File: config.mk
export PLATFORM = sky130hd
export DESIGN_NAME = irq_ctrl
export DESIGN_NICKNAME = d
export VERILOG_FILES = /design/src/rtl/irq_ctrl_pkg.sv /design/src/rtl/irq_sync.sv /design/src/rtl/irq_ctrl.sv
export SDC_FILE = /design/constraint.sdc
export NUM_CORES = 1
export LEC_CHECK = 0
export CAP_MARGIN = 20
export CELL_PAD_IN_SITES_DETAIL_PLACEMENT = 1
export CELL_PAD_IN_SITES_GLOBAL_PLACEMENT = 2
export CORE_ASPECT_RATIO = 0.5
export CORE_UTILIZATION = 29
export DETAILED_ROUTE_END_ITERATION = 8
export PLACE_DENSITY_LB_ADDON = 0.1
export SKIP_LAST_GASP = 1
export SLEW_MARGIN = 0
export SYNTH_ARGS = -nofsm -noshare
export SYNTH_HDL_FRONTEND = slang
export SYNTH_SLANG_ARGS = --single-unit
File: constraint.sdc
create_clock -name clk -period 2.4 [get_ports clk]
set_input_delay 0.48 -clock clk [delete_from_list [all_inputs] [get_ports clk]]
set_output_delay 0.48 -clock clk [all_outputs]
set_load 0.03 [all_outputs]
File: src/rtl/irq_ctrl_pkg.sv
// irq_ctrl_pkg: shared FSM states, config register map and fixed-priority encoder
package irq_ctrl_pkg;

    typedef enum logic [1:0] {
        IDLE   = 2'd0,
        REQ    = 2'd1,
        ACTIVE = 2'd2
    } irq_state_e;

    localparam logic [1:0] CFG_ENABLE  = 2'd0;
    localparam logic [1:0] CFG_MODE    = 2'd1;
    localparam logic [1:0] CFG_PENDING = 2'd2;
    localparam logic [1:0] CFG_STATUS  = 2'd3;

    localparam int STATUS_STATE_MSB = 31;
    localparam int STATUS_STATE_LSB = 30;

    // Lowest set index wins; returns 0 when nothing is set.
    function automatic logic [4:0] prio_enc(input logic [31:0] v);
        prio_enc = '0;
        for (int i = 31; i >= 0; i--)
            if (v[i]) prio_enc = 5'(i);
    endfunction

endpackage

File: src/rtl/irq_sync.sv
// irq_sync: multi-stage synchroniser for one interrupt line plus rising-edge detect
module irq_sync #(
    parameter int SYNC_STAGES = 2
) (
    input  logic clk,
    input  logic reset,
    input  logic irq_in,
    output logic sync,
    output logic rise
);

    logic [SYNC_STAGES-1:0] ff_q;
    logic                   sync_d_q;

    always_ff @(posedge clk or posedge reset) begin
        if (reset) begin
            ff_q     <= '0;
            sync_d_q <= 1'b0;
        end else begin
            ff_q     <= {ff_q[SYNC_STAGES-2:0], irq_in};
            sync_d_q <= ff_q[SYNC_STAGES-1];
        end
    end

    assign sync = ff_q[SYNC_STAGES-1];
    assign rise = sync & ~sync_d_q;

endmodule

File: src/rtl/irq_ctrl.sv
// irq_ctrl: NUM_IRQ-channel level/edge interrupt controller presenting one
// fixed-priority request at a time to the CSR file via req/ack/done.
module irq_ctrl
    import irq_ctrl_pkg::*;
#(
    parameter  int NUM_IRQ     = 8,
    parameter  int SYNC_STAGES = 2,
    localparam int IDW         = (NUM_IRQ > 1) ? $clog2(NUM_IRQ) : 1
) (
    input  logic               clk,
    input  logic               reset,
    input  logic [NUM_IRQ-1:0] irq_in,
    input  logic               global_ie,
    input  logic               cfg_we,
    input  logic [1:0]         cfg_addr,
    input  logic [31:0]        cfg_wdata,
    output logic [31:0]        cfg_rdata,
    output logic               irq_req,
    output logic [IDW-1:0]     irq_id,
    input  logic               irq_ack,
    input  logic               irq_done
);

    logic [NUM_IRQ-1:0] sync, rise, pend, elig, w1c, ack_clr;
    logic [NUM_IRQ-1:0] en_q, en_d, mode_q, mode_d, ep_q, ep_d;
    irq_state_e         state_q, state_d;
    logic [IDW-1:0]     id_q, id_d;
    logic               req_q, req_d;
    logic [31:0]        elig_w, status;
    logic [4:0]         top_id;
    logic               unused;

    for (genvar i = 0; i < NUM_IRQ; i++) begin : g_sync
        irq_sync #(.SYNC_STAGES(SYNC_STAGES)) u_sync (
            .clk    (clk),
            .reset  (reset),
            .irq_in (irq_in[i]),
            .sync   (sync[i]),
            .rise   (rise[i])
        );
    end

    // Level channels track the synchronised line; only edge channels latch.
    assign pend    = (mode_q & ep_q) | (~mode_q & sync);
    assign elig    = pend & en_q;
    assign elig_w  = 32'(elig);
    assign top_id  = prio_enc(elig_w);
    assign en_d    = (cfg_we && cfg_addr == CFG_ENABLE) ? cfg_wdata[NUM_IRQ-1:0] : en_q;
    assign mode_d  = (cfg_we && cfg_addr == CFG_MODE) ? cfg_wdata[NUM_IRQ-1:0] : mode_q;
    assign w1c     = (cfg_we && cfg_addr == CFG_PENDING) ? cfg_wdata[NUM_IRQ-1:0] : '0;
    assign ack_clr = (state_q == REQ && irq_ack) ? (NUM_IRQ'(1) << id_q) : '0;
    assign ep_d    = mode_q & (rise | (ep_q & ~(w1c | ack_clr)));
    assign unused  = &{1'b0, cfg_wdata, top_id};

    always_comb begin
        state_d = state_q;
        id_d    = id_q;
        req_d   = req_q;
        case (state_q)
            IDLE: if (global_ie && |elig) begin
                state_d = REQ;
                id_d    = top_id[IDW-1:0];
                req_d   = 1'b1;
            end
            // Ack takes priority over a simultaneous withdraw.
            REQ: if (irq_ack) begin
                state_d = ACTIVE;
                req_d   = 1'b0;
            end else if (!elig_w[5'(id_q)] || !global_ie) begin
                state_d = IDLE;
                req_d   = 1'b0;
            end
            ACTIVE: if (irq_done) state_d = IDLE;
            default: begin
                state_d = IDLE;
                req_d   = 1'b0;
            end
        endcase
    end

    always_ff @(posedge clk or posedge reset) begin
        if (reset) begin
            state_q <= IDLE;
            id_q    <= '0;
            req_q   <= 1'b0;
            en_q    <= '0;
            mode_q  <= '0;
            ep_q    <= '0;
        end else begin
            state_q <= state_d;
            id_q    <= id_d;
            req_q   <= req_d;
            en_q    <= en_d;
            mode_q  <= mode_d;
            ep_q    <= ep_d;
        end
    end

    always_comb begin
        status                                    = '0;
        status[STATUS_STATE_MSB:STATUS_STATE_LSB] = state_q;
        status[IDW-1:0]                           = id_q;
    end

    assign cfg_rdata = (cfg_addr == CFG_ENABLE)  ? 32'(en_q)   :
                       (cfg_addr == CFG_MODE)    ? 32'(mode_q) :
                       (cfg_addr == CFG_PENDING) ? 32'(pend)   : status;
    assign irq_req   = req_q;
    assign irq_id    = id_q;

endmodule

Yosys cells after proc, flatten, opt, wreduce, memory -nomap -nowiden. Cells that the tools add are included.

Register bits: 54. Bits of input ports: 48.

Order comparisons: 1. Equality and inequality tests: 7. Shift operators: 1. Muxes and demuxes: 24. Bitwise gates (word level): 27. Reduce and logical (&&, ||, !) cells: 14.

Operators with widths (count): 32-bit two-way mux (3); 8-bit AND (5); 3-bit two-way mux (8); 8-bit bitwise OR (3); 8-bit two-way mux (2); 8-bit NOT (2); 1-bit NOT (9); 1-bit AND (8); 2-bit two-way mux (4); 8-bit OR reduction (1); 1-bit by 3-bit left shift with 8-bit output (first input constant) (1); 3-bit by 6-bit < comparator with 1-bit output (second input constant) (1); 2-bit one-hot mux with 3 select lines (1); 3-bit AND reduction (2); 1-bit logical AND (5); 2-bit by 1-bit == test with 1-bit output (second input constant) (2); 2-bit == test (second input constant) (2); 2-bit zero test (2); 1-bit two-way mux (4); 2-bit != test (second input constant) (2); 1-bit binary-select mux with 3-bit select (1); 3-bit by 2-bit != test with 1-bit output (second input constant) (1); 1-bit one-hot mux with 3 select lines (1); 1-bit zero test (2); other kinds (2) (2).

Depth between registers and ports, before layout. Gate-level depths: netlist of run 1.

Depth in word-level cells: 12. Depth in mapped cells: 6. Depth with buffers taken out: 5.

Hierarchy. Synthesis of run 1 repeated with hierarchy kept, for this count alone.

Cells, all modules: 232. Area total of the unflattened synthesis: 2676.3 um2.

Modules (own cells, without submodules): irq_ctrl (instances 1, cells an instance 192, area each 1935.6 um2, sequential area each 750.7 um2); irq_sync (instances 8, cells an instance 5, area each 92.6 um2, sequential area each 75.1 um2).

Worst setup path after synthesis of run 1. Ideal clock, no wire load.

Path type: input-to-output. Start point: input cfg_addr[1]. End point: output cfg_rdata[3]. Arrival time: 1.770 ns. Setup slack: 0.150 ns. Cell stages on the path: 4. Cells stage by stage: clkbuf_1 -> buf_2 -> mux2i_1 -> o21ai_0.

Word-level cells in the longest chain between the ends: 4. Elaborated cells between the ends (all ways): 6.

RTL lines: from (decl) (line irq_ctrl.sv:15) `input logic [1:0] cfg_addr,`; 2-bit == test (line irq_ctrl.sv:107) `(cfg_addr == CFG_PENDING) ? 32'(pend) : status;`; 32-bit two-way mux (line irq_ctrl.sv:107); 32-bit two-way mux (line irq_ctrl.sv:106) `(cfg_addr == CFG_MODE) ? 32'(mode_q) :`; 32-bit two-way mux * (line irq_ctrl.sv:105) `assign cfg_rdata = (cfg_addr == CFG_ENABLE) ? 32'(en_q) :`; to (decl) (line irq_ctrl.sv:17) `output logic [31:0] cfg_rdata,`.

Every way passes the cells marked *; elsewhere a longest branch is shown, timed or not.

Final worst setup path of run 1.
Start point: input cfg_addr[1]. End point: output cfg_rdata[2].

Same word-level chain as after synthesis.

==> results.md, run 1 <==
- Across the VDD grid, the largest voltage drop is between 0.3 and 0.4 mV.
- The number of clock buffers added by TritonCTS is 5.
- The cell with the biggest individual delay on the critical path is sky130_fd_sc_hd__mux4_1.
- The compound-cell area share of the yosys netlist is 0.130.
- The portion of synthesized area spent on multiplexers is 0.146.
- The total wire length is 6.39 mm.
- In this design, the largest share of critical-path delay is due to buffers and inverters.
- The number of H-tree levels is 2.
- Walking the worst path, the cells encountered are clkdlybuf4s50_1, buf_6, mux4_1, buf_4.
- The growth of design area from synthesis to finish is 25.4%.
- For the pin with the worst max-slew slack, the measured transition is 0.520 ns.
- The gate count of the mapped netlist is 218.
- By area, the combinational part of the netlist is dominated by multiplexers.
- The period utilization is 0.979.
- The met1 usage is 0.222.
- The dominant register cell in the synthesized netlist is sky130_fd_sc_hd__dfrtp_1.
- Input and output buffers added on the ports amount to 37.
- In the routed design, unresolved DRC markers number 0.
- The path class of the tightest hold or removal check is register to register.
- Setup violations remaining at the end of the flow were counted as 0.
- The normalized max-slew margin is 0.654.
- The I/O pin count is 84.
- The leftover overflow at the end of global routing is 0.
- The detailed router finished its first iteration with 51 violations.
- The areal power density over the cells is 906 nW/um^2.
- Measured along the x axis, the die boundary spans about 140 um.
- The area share of and/or/nand/nor cells after synthesis is 0.122.
- The total via count after detailed routing is between 1500 and 2000.
- The startpoint kind of the worst setup timing path is an input port.
- For this run, the number of Yosys warnings is 0.
- The launching point of the worst reg2reg path is mode_q[4].
- Across every metal layer, demand over resource in global routing totals 0.151.
- The most utilized layer in the global route result is met2.
- The category of the worst setup path capture point is a primary output.
- The initial antenna violation count is 0.
- The number of optimization iterations in the first detailed-route pass is 4.
- For this run, the slowest stage of the critical path takes 0.57 ns.
- The arrival time at the worst endpoint is 1.87 ns.
- The overall power of the completed layout is 2.93 mW.
- The category of the critical setup timing path is input port to primary output.
- In the final layout, the share of cells above drive strength 1 is 0.222.
- The post-synthesis instance area is approximately 2600 um^2.
- For this configuration, the core starts out at a cell density of 0.311.
- In this run the deepest clock path goes through 2 buffers.
- Of all flip-flops after synthesis, the portion carrying an async set or reset was 1.00.
- Entering global routing, the biggest net connects 55 pins.
- The clock skew is 0.00464 ns.
- Of the total synthesized cell area, the portion taken by full adders, half adders and majority gates is 0.
- Summed over all cells, the static leakage comes to 1.42 nW.
- Across the run, the number of max-cap violations was 0.
- The share of the yosys chip area belonging to registers is 0.525.
- Detailed placement finished with a half-perimeter wire length of 4.70 mm.
- For this design, the CTS-stage hold fixing added 0 buffers.
- The endpoint of the worst register-to-register path is irq_id[1].
- The height of the die is 68.6 um.
- The core area is between 8000 and 9000 um^2.
- The number of sinks on the clock net is 54.
- The post-place instance area is 3060 um^2.
- The master cell of the clock root buffer is sky130_fd_sc_hd__clkbuf_16.
- The clock transition at the registers of the reported paths is roughly 0.07 ns.
- Summing all non-filler instances in the final layout gives an area of 3230 um^2.
- After detailed routing, the number of vias per cell comes to 4.73.
- The count of endpoints failing hold in the final timing report was 0.
- The setup TNS is 0 ns.
- The launching element of the worst setup path is cfg_addr[1].
- The routed design could run at a clock period as short as 2.35 ns.
- Prior to clock tree synthesis, the placed netlist has a worst setup slack of 0.00787 ns.
- The global-route wire length before repair is approximately 10 mm.
- The end of the worst hold path is g_sync[4].u_sync.ff_q[1].
- The total count of max-transition violations in the final report is 0.
- Along the worst path, the maximum fanout reaches 9.
- By count the netlist is led by sky130_fd_sc_hd__dfrtp_1 (54), sky130_fd_sc_hd__nand2_1 (26), sky130_fd_sc_hd__buf_4 (22), sky130_fd_sc_hd__mux2_2 (16).
- The number of enable-type register cells in the synthesized netlist is 0.
- The number of antenna diodes in the final layout is 0.
- The global routing usage on met2 is 0.223.
- The flip-flop and latch count after synthesis is 54.
- The number of cells on the worst reg-to-reg path is 5.
- Summed over all instances, the cell type with the most area after synthesis is sky130_fd_sc_hd__dfrtp_1.
- The die area is 9290 um^2.
- After detailed routing, the average wire length per cell comes to ~17 um.
- The final layout net count is between 300 and 400.
- In this run the most critical hold path is launched from g_sync[4].u_sync.ff_q[0].
- The highest clock rate is between 400 and 500 MHz.
- Setup repair after global routing left no endpoint under its margin.
- At the end of routability-driven placement, the weighted congestion stood at 0.767.
- The count of filler cells inserted in the layout is 906.
- The met3 usage in global routing is 0.0380.
- Once routing completed, OpenROAD measured the worst setup slack at 0.0493 ns.
- In this run the remaining antenna-violating nets after routing total 0.
- For flop-to-flop paths, the worst setup slack is 0.58 ns.
- The number of distinct library cells after synthesis is 41.
- The required arrival time at the worst endpoint is ~1.9 ns.
- The post-CTS setup buffer count is 0.
- Averaged over all synthesized cells, the footprint is 11.8 um^2.
- TritonCTS built the clock tree.
- Counting instances, the worst hold path has a depth of 0.
- Sorting the synthesized cells by area gives the leading types as sky130_fd_sc_hd__dfrtp_1 (52%), sky130_fd_sc_hd__mux2_2 (7.0%), sky130_fd_sc_hd__buf_4 (6.4%).
- The flow ran to the end, and the final reports show no timing, DRC or antenna violations.
- After floorplanning, the core was divided into 23 placement rows.
- The xor/xnor cell area share of the yosys netlist is 0.
- The dominant cell by count in the synthesized netlist is sky130_fd_sc_hd__dfrtp_1.
- The number of global-route vias before repair was 1832.
- The insertion delay to the later sink of the worst-skew pair is 0.29 ns.
- Together, buffers and inverters on the worst path number 3.
- The share of synthesized area in the top cell type comes to 0.525.
[stage by stage]
step            util  instances  hold slack, ns
2_1_floorplan      -        239           0.331
3_3_place_gp   0.369        374           0.333
3_5_place_dp   0.369        374           0.336
4_1_cts        0.389        382           0.352
5_1_grt        0.390        382           0.360
6_report       0.390        382           0.349
[cell type report]
cell class / instances / area [um^2] / area share
clock buffer: 8 / 166 / 0.0515
tap: 112 / 140 / 0.0434
multi-input combinational: 155 / 1110 / 0.343
sequential: 54 / 1350 / 0.418
inverter: 4 / 15.0 / 0.00465
timing repair buffer: 49 / 452 / 0.140
[flip-flops by register name (all words and copies together), names as in the netlist]
name / flops
g_sync.u_sync.ff_q: 16
mode_q: 8
irq_req: 1
ep_q: 8
state_q: 2
g_sync.u_sync.sync_d_q: 8
en_q: 8
irq_id: 3
[what timing repair did]
action                                  4_1_cts  5_1_grt
endpoints found under the setup margin        0        1
resized for setup                             0        1
endpoints found under the hold margin         0        0
[cells by family (layout without fill, tap and decap cells)]
group,after synthesis,count (layout)
buffers and inverters,30,61
other,1,22
muxes,29,29
DFF,54,54
AOI/OAI and AO/OA,42,42
and+or+nand+nor,62,62
[worst max-delay path by stage]
stage                   end  slack [ns]  depth (start not counted)
6_report       cfg_rdata[2]        0.05                          4
3_5_place_dp   cfg_rdata[2]       0.008                          4
4_1_cts        cfg_rdata[2]        0.01                          4
3_3_place_gp   cfg_rdata[2]        0.02                          4
2_1_floorplan  cfg_rdata[3]        0.15                          4
5_1_grt        cfg_rdata[2]        0.02                          4
[report_power, final]
group	internal [mW]	leakage (nW)	switching [mW]
combinational	0.416	0.689	0.487
sequential	1.04	0.650	0.181
clock	0.473	0.0832	0.325
total	1.93	1.42	0.994
[metal layers]
layer  vias up  share of wire
li1        828              -
met1       920           0.52
met2        54           0.42
met3         4          0.054
met4         0         0.0066
met5         -              0
[layout by cell type, fill, tap and decap left out, types with 3 or more instances in the layout]
cell type / count
sky130_fd_sc_hd__inv_1: 3
sky130_fd_sc_hd__clkdlybuf4s50_1: 27
sky130_fd_sc_hd__conb_1: 22
sky130_fd_sc_hd__mux2_4: 5
sky130_fd_sc_hd__nand3_1: 4
sky130_fd_sc_hd__o211ai_1: 8
sky130_fd_sc_hd__dfrtp_1: 54
sky130_fd_sc_hd__clkbuf_16: 5
sky130_fd_sc_hd__nor2b_1: 4
sky130_fd_sc_hd__nand2_1: 26
sky130_fd_sc_hd__buf_4: 20
sky130_fd_sc_hd__nor2_1: 8
sky130_fd_sc_hd__a2bb2oi_1: 3
sky130_fd_sc_hd__mux2i_1: 5
sky130_fd_sc_hd__a21boi_0: 9
sky130_fd_sc_hd__mux2_2: 16
sky130_fd_sc_hd__clkbuf_8: 3
sky130_fd_sc_hd__nand2b_1: 9
sky130_fd_sc_hd__o21ai_0: 5
No activity file was read; power rests on OpenSTA's default activity.
==> inputs of run 2 (changes only) <==
--- a/config.mk
+++ b/config.mk
@@ -12,6 +12,7 @@
 export CORE_UTILIZATION = 29
 export DETAILED_ROUTE_END_ITERATION = 8
 export PLACE_DENSITY_LB_ADDON = 0.1
+export RECOVER_POWER = 25
 export SKIP_LAST_GASP = 1
 export SLEW_MARGIN = 0
 export SYNTH_ARGS = -nofsm -noshare
==> run 2 against run 1 <==
Against the previous run: setup slack unchanged; fmax unchanged; register-to-register slack about the same; design area decreased by 0.46%; die area unchanged; critical path depth unchanged; largest cell class unchanged; routed wire length about the same; power decreased by 0.21%; flip-flop and latch count unchanged; first-iteration DRC count unchanged; via count unchanged; clock skew about the same.
==> results.md, run 2 (same netlist as run 1, synthesis figures left out) <==
- The run finished with clean final reports.
- The total count of max-transition violations in the final report came to 0 (unchanged).
- The count of filler cells inserted in the layout is 908 (+0.22%).
- The register area is 1350 um^2 (unchanged).
- The cell sitting at the root of the clock tree is a sky130_fd_sc_hd__clkbuf_16.
- The startpoint kind of the worst setup timing path is an input port.
- The worst vdd rail ir drop came to 0.330 mV (about the same).
- The number of sinks on the clock net is 54 (unchanged).
- The total track usage is 0.151 (unchanged).
- In the layout the commonest cells are sky130_fd_sc_hd__dfrtp_1 (54), sky130_fd_sc_hd__nand2_1 (26), sky130_fd_sc_hd__conb_1 (22).
- The footprint of the multi-input gates is 1110 um^2 (unchanged).
- The clock skew is 0.00466 ns (+0.0000244 ns).
- The slew at the pin closest to its max-slew limit is 1.41 ns (+0.889 ns).
- The static power due to leakage is 1.42 nW (-0.39%).
- The maximum number of pins on one net before global-route repair is 55 (unchanged).
- The number of violations reported at the end of detailed-routing iteration 0 is 51 (unchanged).
- The final HPWL from detailed placement is 4.70 mm (unchanged).
- The met1 usage came to 0.222 (unchanged).
- The fraction of final layout cells sized beyond drive strength 1 was 0.219 (-0.00370).
- The vias per cell is 4.73 (unchanged).
- The met3 usage in global routing came to 0.0380 (unchanged).
- The insertion delay to the later sink of the worst-skew pair was 0.29 ns (about the same).
- The number of optimization iterations in the first detailed-route pass was 4 (unchanged).
- The area of all placed cells without fillers is 3220 um^2 (-0.46%).
- The worst-case hold slack is 0.349 ns (unchanged).
- The CTS tree is built.
- The global routing usage on met2 is 0.223 (unchanged).
- The I/O pin count is 84 (unchanged).
- The most utilized layer in the global route result is met2.
- The filler-free cell count of the finished design is 382 (unchanged).
- The startpoint identified for the worst hold timing path is g_sync[4].u_sync.ff_q[0].
- The final layout net count is 317 (unchanged).
- The number of buffers between clock root and the deepest sink came to 2 (unchanged).
- The highest clock rate was 425 MHz (unchanged).
- The areal power density over the cells came to 908 nW/um^2 (+0.26%).
- The global placement routability congestion is 0.767 (unchanged).
- The share of the core filled with cells is 0.388 (-0.00181).
- The period utilization was 0.979 (unchanged).
- The launching point of the worst reg2reg path is mode_q[4].
- Counting flops per register, the top entry is g_sync.u_sync.ff_q.
- The global-route wire length before repair came to 10.2 mm (unchanged).
- Relative to the synthesized area, the layout overhead comes to 24.9%.
- The required arrival time at the worst endpoint is 1.92 ns (about the same).
- The post-placement cell count was 374 (unchanged).
- The number of antenna cells inserted came to 0 (unchanged).
- The number of H-tree levels came to 2 (unchanged).
- The worst setup path is captured at a primary output.
- The minimum clock period after layout is 2.35 ns (unchanged).
- The normalized max-slew margin came to 0.0608 (-0.593).
- Setup repair after global routing left no endpoint under its margin.
- The DRC violation count after routing is 0 (unchanged).
- The number of maximum-capacitance constraint violations is 0 (unchanged).
- The number of buffers added on ports is 37 (unchanged).
- The total via count after detailed routing is 1806 (unchanged).
- The total setup violations reported at the end of the flow came to 0 (unchanged).
- The post-CTS setup buffer count came to 0 (unchanged).
- The number of flip-flops under the largest register name was 16 (unchanged).
- The setup TNS is 0 ns (unchanged).
- The number of global-route vias before repair came to 1832 (unchanged).
- The post-place instance area came to 3060 um^2 (unchanged).
- The count of endpoints failing hold in the final timing report is 0 (unchanged).
- The most common cell after layout, fill and taps aside is sky130_fd_sc_hd__dfrtp_1.
- The initial antenna violation count is 0 (unchanged).
- The worst setup path is of the input port to primary output kind.
- The launching element of the worst setup path is cfg_addr[1].
- The maximum fanout along the worst path is 9 (unchanged).
- The total number of placement rows is 23 (unchanged).
- The width of the die is 135 um (unchanged).
- The worst min-delay path class is register to register.
- The arrival time at the worst endpoint is 1.87 ns (about the same).
- The average detailed-routed wire length per instance came to 16.8 um (about the same).
- The leftover overflow at the end of global routing is 0 (unchanged).
- The core area came to 8290 um^2 (unchanged).
- The height of the die was 68.6 um (unchanged).
- The total wire length is 6.40 mm (about the same).
- The clock transition at the registers of the reported paths came to 0.07 ns (about the same).
- The number of buffers created by CTS is 5 (unchanged).
- The initial core utilization was 0.311 (unchanged).
- The die area is 9290 um^2 (unchanged).
- The remaining number of nets flagged by the antenna check after routing is 0 (unchanged).
-- run 2: changes by cell type in the layout (fill, tap and decap cells not counted) --
cell,previous run,this run
sky130_fd_sc_hd__dlygate4sd3_1,0,9
sky130_fd_sc_hd__clkbuf_2,0,1
sky130_fd_sc_hd__clkdlybuf4s50_1,27,18
sky130_fd_sc_hd__clkinv_1,0,1
sky130_fd_sc_hd__buf_12,1,0
sky130_fd_sc_hd__inv_2,1,0
-- run 2: path summary, 6_finish.rpt --
check,endpoint,slack (ns),depth (start not counted)
setup / recovery,cfg_rdata[2],0.05,4
hold / removal,g_sync[4].u_sync.ff_q[1],0.35,0
setup reg to reg,irq_id[1],0.58,5
hold reg to reg,g_sync[4].u_sync.ff_q[1],0.35,0
max in group asynchronous,ep_q[6],0.45,3
min in group asynchronous,g_sync[3].u_sync.ff_q[0],1.09,3
-- run 2: what timing repair did --
action                                  CTS  global route
resized for setup                         0             1
hold buffers                              0             0
endpoints found under the setup margin    0             1
hold endpoints to repair                  0             0
-- run 2: report_power, final --
part	internal (mW)	leakage (nW)	switching (mW)
sequential	1.04	0.650	0.181
clock	0.473	0.0832	0.325
combinational	0.410	0.683	0.487
total	1.93	1.42	0.993
-- run 2: metal layers --
| layer | wire length (um) | part of all wire |
|---|---|---|
| met2 | 2680 | 0.42 |
| met3 | 311 | 0.049 |
| met5 | 0 | 0 |
| met4 | 42 | 0.0066 |
| met1 | 3360 | 0.53 |
-- run 2: critical path, stage by stage --
cell	delay (ns)
sky130_fd_sc_hd__clkdlybuf4s50_1	0.48
sky130_fd_sc_hd__buf_6	0.16
sky130_fd_sc_hd__mux4_1	0.57
sky130_fd_sc_hd__buf_4	0.19
-- run 2: cell type report --
class / instances / area share
Timing Repair Buffer: 49 / 0.136
Inverter: 4 / 0.00467
Multi-Input combinational cell: 155 / 0.344
Clock buffer: 8 / 0.0517
Tap cell: 112 / 0.0436
Sequential cell: 54 / 0.420
-- run 2: metrics by stage --
stage	setup WS (ns)	power, mW
floorplan	0.150	1.81
finish	0.0493	2.92
CTS	0.0115	2.96
global route	0.0232	3.08
detailed placement	0.00787	2.15
global placement	0.0243	2.14
==> inputs of run 3 (changes only) <==
--- a/config.mk
+++ b/config.mk
@@ -5,6 +5,7 @@
 export SDC_FILE = /design/constraint.sdc
 export NUM_CORES = 1
 export LEC_CHECK = 0
+export ABC_CLOCK_PERIOD_IN_PS = 2400
 export CAP_MARGIN = 20
 export CELL_PAD_IN_SITES_DETAIL_PLACEMENT = 1
 export CELL_PAD_IN_SITES_GLOBAL_PLACEMENT = 2
==> results of run 3 <==
Same layout as run 2: the final DEF is identical, and so are final timing and power.
